[config.mk]
export PLATFORM = sky130hd
export DESIGN_NAME = sar_adc_sequencer
export DESIGN_NICKNAME = d
export VERILOG_FILES = /design/src/rtl/sar_adc_sequencer.sv
export SDC_FILE = /design/constraint.sdc
export NUM_CORES = 1
export LEC_CHECK = 0
export CORE_MARGIN = 2
export CORE_UTILIZATION = 55
export DETAILED_ROUTE_END_ITERATION = 12
export PLACE_DENSITY = 0.79
export SLEW_MARGIN = 0
export SYNTH_ARGS = -nofsm -noshare
export SYNTH_HDL_FRONTEND = slang
export SYNTH_SLANG_ARGS = --single-unit
[constraint.sdc]
create_clock -name clk -period 2 [get_ports clk]
set_input_delay 0.4 -clock clk [delete_from_list [all_inputs] [get_ports clk]]
set_output_delay 0.4 -clock clk [all_outputs]
set_load 0.02 [all_outputs]
[src/rtl/sar_adc_sequencer.sv]
// rtl/sar_adc_sequencer.sv - multi-channel scan scheduler for one SAR ADC controller
// Settles the mux, pulses adc_start, averages 2**AVG_LOG2 conversions and hands results downstream.
module sar_adc_sequencer #(
   parameter int BITS        = 8,
   parameter int NUM_CH      = 4,
   parameter int CH_W        = 2,
   parameter int AVG_LOG2    = 2,
   parameter int SETTLE_CYC  = 3,
   parameter int TIMEOUT_CYC = 64
) (
   input  logic              clk,
   input  logic              rst_n,
   input  logic              trigger,
   input  logic              continuous,
   input  logic              stop,
   input  logic [NUM_CH-1:0] ch_mask,
   output logic [CH_W-1:0]   mux_sel,
   output logic              adc_start,
   input  logic [BITS-1:0]   adc_val,
   input  logic              adc_out_valid,
   output logic [BITS-1:0]   result_data,
   output logic [CH_W-1:0]   result_ch,
   output logic              result_err,
   output logic              result_valid,
   input  logic              result_ready,
   output logic              busy
);

   localparam int ACC_W  = BITS + AVG_LOG2;
   localparam int CNT_W  = (AVG_LOG2 > 0) ? AVG_LOG2 : 1;
   localparam int NSAMP  = 1 << AVG_LOG2;
   localparam int SET_W  = $clog2(SETTLE_CYC + 1);
   localparam int TMO_W  = $clog2(TIMEOUT_CYC + 1);

   typedef enum logic [2:0] {
      S_IDLE,
      S_SETTLE,
      S_START,
      S_CONVERT,
      S_OUTPUT
   } state_t;

   state_t            state_q;
   logic [NUM_CH-1:0] mask_q;
   logic              cont_q;
   logic [CH_W-1:0]   mux_sel_q;
   logic              adc_start_q;
   logic              vld_prev_q;
   logic [ACC_W-1:0]  acc_q;
   logic [CNT_W-1:0]  samp_cnt_q;
   logic [SET_W-1:0]  settle_cnt_q;
   logic [TMO_W-1:0]  tmo_cnt_q;
   logic [BITS-1:0]   result_data_q;
   logic [CH_W-1:0]   result_ch_q;
   logic              result_err_q;
   logic              result_valid_q;
   logic              busy_q;

   logic [ACC_W-1:0]  acc_d;
   logic              valid_rise;
   logic              samp_last;
   logic [CH_W:0]     start_hit;
   logic [CH_W:0]     next_hit;
   logic [CH_W:0]     wrap_hit;

   // Returns {found, index} of the lowest set bit of m at or above position lo.
   function automatic logic [CH_W:0] first_from(input logic [NUM_CH-1:0] m, input int lo);
      logic [CH_W:0] r;
      r = '0;
      for (int i = NUM_CH - 1; i >= 0; i--) begin
         if (m[i] && (i >= lo)) begin
            r = {1'b1, CH_W'(i)};
         end
      end
      return r;
   endfunction

   assign start_hit  = first_from(ch_mask, 0);
   assign next_hit   = first_from(mask_q, int'(mux_sel_q) + 1);
   assign wrap_hit   = first_from(mask_q, 0);
   assign valid_rise = adc_out_valid & ~vld_prev_q;
   assign acc_d      = acc_q + ACC_W'(adc_val);
   assign samp_last  = (32'(samp_cnt_q) == 32'(NSAMP - 1));

   always_ff @(posedge clk or negedge rst_n) begin
      if (!rst_n) begin
         state_q        <= S_IDLE;
         mask_q         <= '0;
         cont_q         <= 1'b0;
         mux_sel_q      <= '0;
         adc_start_q    <= 1'b0;
         vld_prev_q     <= 1'b0;
         acc_q          <= '0;
         samp_cnt_q     <= '0;
         settle_cnt_q   <= '0;
         tmo_cnt_q      <= '0;
         result_data_q  <= '0;
         result_ch_q    <= '0;
         result_err_q   <= 1'b0;
         result_valid_q <= 1'b0;
         busy_q         <= 1'b0;
      end else begin
         vld_prev_q  <= adc_out_valid;
         adc_start_q <= 1'b0;
         case (state_q)
            S_IDLE: begin
               if (trigger && start_hit[CH_W]) begin
                  mask_q       <= ch_mask;
                  cont_q       <= continuous;
                  mux_sel_q    <= start_hit[CH_W-1:0];
                  settle_cnt_q <= '0;
                  busy_q       <= 1'b1;
                  state_q      <= S_SETTLE;
               end
            end
            S_SETTLE: begin
               if (settle_cnt_q == SET_W'(SETTLE_CYC - 1)) begin
                  adc_start_q <= 1'b1;
                  state_q     <= S_START;
               end else begin
                  settle_cnt_q <= settle_cnt_q + 1'b1;
               end
            end
            S_START: begin
               tmo_cnt_q <= '0;
               state_q   <= S_CONVERT;
            end
            S_CONVERT: begin
               if (valid_rise) begin
                  if (!samp_last) begin
                     acc_q       <= acc_d;
                     samp_cnt_q  <= samp_cnt_q + 1'b1;
                     adc_start_q <= 1'b1;
                     state_q     <= S_START;
                  end else begin
                     acc_q          <= acc_d;
                     result_data_q  <= acc_d[ACC_W-1:AVG_LOG2];
                     result_ch_q    <= mux_sel_q;
                     result_err_q   <= 1'b0;
                     result_valid_q <= 1'b1;
                     state_q        <= S_OUTPUT;
                  end
               end else if (tmo_cnt_q == TMO_W'(TIMEOUT_CYC - 1)) begin
                  result_data_q  <= '0;
                  result_ch_q    <= mux_sel_q;
                  result_err_q   <= 1'b1;
                  result_valid_q <= 1'b1;
                  state_q        <= S_OUTPUT;
               end else begin
                  tmo_cnt_q <= tmo_cnt_q + 1'b1;
               end
            end
            S_OUTPUT: begin
               if (result_ready) begin
                  result_valid_q <= 1'b0;
                  acc_q          <= '0;
                  samp_cnt_q     <= '0;
                  settle_cnt_q   <= '0;
                  if (next_hit[CH_W]) begin
                     mux_sel_q <= next_hit[CH_W-1:0];
                     state_q   <= S_SETTLE;
                  end else if (cont_q && !stop && wrap_hit[CH_W]) begin
                     mux_sel_q <= wrap_hit[CH_W-1:0];
                     state_q   <= S_SETTLE;
                  end else begin
                     busy_q  <= 1'b0;
                     state_q <= S_IDLE;
                  end
               end
            end
            default: begin
               busy_q  <= 1'b0;
               state_q <= S_IDLE;
            end
         endcase
      end
   end

   assign mux_sel      = mux_sel_q;
   assign adc_start    = adc_start_q;
   assign result_data  = result_data_q;
   assign result_ch    = result_ch_q;
   assign result_err   = result_err_q;
   assign result_valid = result_valid_q;
   assign busy         = busy_q;

endmodule

==> results of run 1 <==
[power by group]
part | leakage [nW] | switching [mW] | total [mW] | internal [mW]
Sequential | 0.586 | 0.351 | 1.62 | 1.26
Combinational | 0.821 | 1.01 | 2.10 | 1.09
Clock | 0.0573 | 0.304 | 0.704 | 0.400
Total | 1.46 | 1.66 | 4.42 | 2.76
[final cells by class]
class                           count  area, µm²  area share (%)
Clock inverter                      1       30.0           0.924
Inverter                            7       26.3           0.809
Clock buffer                        6       82.6            2.54
Sequential cell                    46       1150            35.4
Multi-Input combinational cell    177       1340            41.1
Tap cell                           52       65.1            2.00
Timing Repair Buffer               63        558            17.2
[cell usage after synthesis, types with 2 or more instances]
cell type | count | share of area [%]
mux2_2 | 8 | 3.5
dfrtp_1 | 46 | 45
nor3b_1 | 2 | 0.59
nor2_1 | 15 | 2.2
mux2_4 | 2 | 1.2
or3_1 | 3 | 0.74
a22oi_1 | 2 | 0.59
nand4_1 | 3 | 0.74
buf_2 | 4 | 0.79
nor2_2 | 3 | 0.74
a21bo_2 | 2 | 0.79
a21o_1 | 3 | 0.89
a211oi_2 | 2 | 0.99
o21bai_1 | 2 | 0.59
o211ai_1 | 2 | 0.59
nand2b_1 | 7 | 1.7
xor2_1 | 6 | 2.1
o21ai_0 | 11 | 2.2
ha_1 | 11 | 5.4
nor3_1 | 5 | 0.99
nand3b_1 | 2 | 0.59
a22o_1 | 15 | 5.2
a21oi_1 | 17 | 3.3
a31oi_1 | 3 | 0.74
nand3_1 | 11 | 2.2
nor2b_1 | 6 | 1.5
nand2_1 | 12 | 1.8
inv_1 | 7 | 1.0
xnor2_1 | 5 | 1.7
buf_6 | 2 | 0.89
[metrics by stage]
step,instances,hold slack (ps),instance area (µm²)
after floorplan,238,104,2540
after global placement,343,381,3070
after detailed placement,343,379,3070
after CTS,350,58.8,3180
after global routing,352,80.7,3250
final,352,53.1,3250
[repair_timing]
action | 4_1_cts | 5_1_grt
endpoints found under the setup margin | 0 | 6
gates resized for setup | 0 | 11
buffers inserted | 0 | 2
[registers in the layout, summed over array words and instances (netlist names)]
| register | count |
|---|---|
| acc_q | 10 |
| result_data | 8 |
| tmo_cnt_q | 7 |
| mask_q | 4 |
| state_q | 3 |
| mux_sel | 2 |
| result_ch | 2 |
| samp_cnt_q | 2 |
| settle_cnt_q | 2 |
| adc_start | 1 |
| busy | 1 |
| cont_q | 1 |
| result_err | 1 |
| result_valid | 1 |
| vld_prev_q | 1 |
[critical path: stages]
cell	delay (ps)
clkdlybuf4s50_1	410
ha_1	240
a211oi_2	310
o31ai_4	130
a22o_1	220
buf_4	140
xor2_1	130
a22o_1	190
[cells in the final DEF, fill, tap and decap left out, types with 3 or more instances in the layout]
cell type | Yosys | final
nor2b_1 | 6 | 6
xor2_1 | 6 | 6
nor2_2 | 3 | 3
ha_1 | 11 | 9
dfrtp_1 | 46 | 46
o21ai_0 | 11 | 11
nand2_1 | 12 | 12
inv_1 | 7 | 7
nor3_1 | 5 | 4
nand3_1 | 11 | 10
nand4_1 | 3 | 3
a22o_1 | 15 | 15
clkbuf_8 | 1 | 6
a21oi_1 | 17 | 15
buf_4 | 0 | 29
clkdlybuf4s50_1 | 0 | 31
nand2b_1 | 7 | 7
xnor2_1 | 5 | 5
a21o_1 | 3 | 3
a31oi_1 | 3 | 3
mux2_2 | 8 | 8
nor2_1 | 15 | 15
[per-layer routing]
| metal | vias to the layer above | GRT usage, % | wire length, µm |
|---|---|---|---|
| met5 | - | 0 | 0 |
| met4 | 0 | 7.97 | 67 |
| met3 | 7 | 3.47 | 195 |
| met2 | 36 | 38.1 | 2690 |
| met1 | 979 | 29.4 | 2510 |
| li1 | 993 | - | - |
[final timing paths]
check	startpoint	end	slack, ps	cells past startpoint
min	rst_n	result_data[6]	50	1
min reg2reg	result_data[0]	result_data[0]	490	1
max in group asynchronous	rst_n	acc_q[0]	1350	2
max	adc_val[2]	result_data[7]	20	8
min in group clk	result_data[0]	result_data[0]	490	1
max reg2reg	acc_q[1]	result_data[7]	30	7
[logic make-up after synthesis]
group	Yosys count
and+or+nand+nor	74
AOI/OAI and AO/OA	70
DFF	46
buffers and inverters	15
adders and majority gates	12
xor gates and xnor gates	11
muxes	10
==> metrics, run 1 <==
core area=roughly 4400 µm²; Max IR drop VDD=720 µV; Setup WS pre-CTS=-304 ps; Slew @ Worst Pin=between 400 and 500 ps; status=finished, final reports clean; total I/O pin count=35; Synthesized Nets=269; Pre-Repair DR Iteration Count=4; total CTS buffers=5; Netlist cell types=49; post-synthesis cell count=238; fmax=slightly above 0.5 GHz; Min-Delay Path Class=in2async; syn avg cell area=roughly 11 µm²; Synth Area in Adders=6.21%; Port Buf Inserts=34; Clock transition at path regs=roughly 90 ps; final wirelength=~5500 µm; Async SR Flop Fraction=100%; post-synthesis mux area share=4.73%; Compound-Gate Fraction of Synth Area=20.6%; CP max FO=3; DRC viols=0; vias in the first global route=2046; Final min period=1980 ps; Mapped Area=2540 µm²; final setup margin=17.0 ps; Post-synth top flop=dfrtp_1; pin count of the biggest net entering global routing=22; leak pwr=1.46 nW; crit path launch type=primary input; max-cap violations=0; Filler Cell Count=between 300 and 400; die area=5180 µm²; Total Power=about 4.4 mW; clk root buf=clkbuf_8; Area Overhead vs Synth=27.9%; final setup fails=0; Antenna Cells=0; post-synthesis sequential area ratio=between 40% and 50%; initial antenna violation count=0; global-route wire length before repair=between 9000 and 10000 µm; routed vias/inst=5.72; setup TNS=0 ps; ratio of final minimum period to clock period=99.2%; Worst EP arrival=~2200 ps; CTS tree=built; Max Buffers Root-to-Sink=2; unrepaired setup endpoints after global routing=true; routed vias=2015; PwrDens=1360 nW/µm²; YS warnings=0; layout cells sized above 1=22.7%; max-slew violation count=0; Crit Path Class=in2reg; CP required=approximately 2200 ps; post-layout util=between 70% and 80%; clk sinks=46; die extent in y=a little over 70 µm; Yosys reg bits=46; H-tree Lvls=2; Relative slew margins=67.9%; final hold violation count=0; Starting Density=57.5%; cts hold-fix bufs=0; clock latency on the worst-skew pair=roughly 300 ps; DR WL/cell=15.5 µm; post-synthesis xor/xnor area fraction=between 3 and 4%; Fin Clk Skew=11.5 ps; Total GRT Usage=between 20% and 30%; Setup crit end kind=flip-flop; routability cong.=0.789; fin nets=~330; post-DP HPWL=~4000 µm; DR iter-0 viols=between 100 and 150; largest family of logic cells by synthesized area=compound AO/OA/AOI/OAI gates; die width=72.0 µm; # rows=24; Post-Synth Simple-Gate Area=15.3%; Final ANT Viol Nets=0; GRT overflow=0; Post-synth EDFFs=0
Power figures use the tool's default switching activity.
==> run 2: changes to the inputs <==
Settings changed: SKIP_LAST_GASP set to 1.
==> results of run 2 <==
Same layout as run 1: the final DEF is identical, and so are final timing and power.
==> run 3: changes to the inputs <==
Settings changed: CTS_CLUSTER_SIZE set to 24.
==> results of run 3 <==
Same layout as run 1: the final DEF is identical, and so are final timing and power.
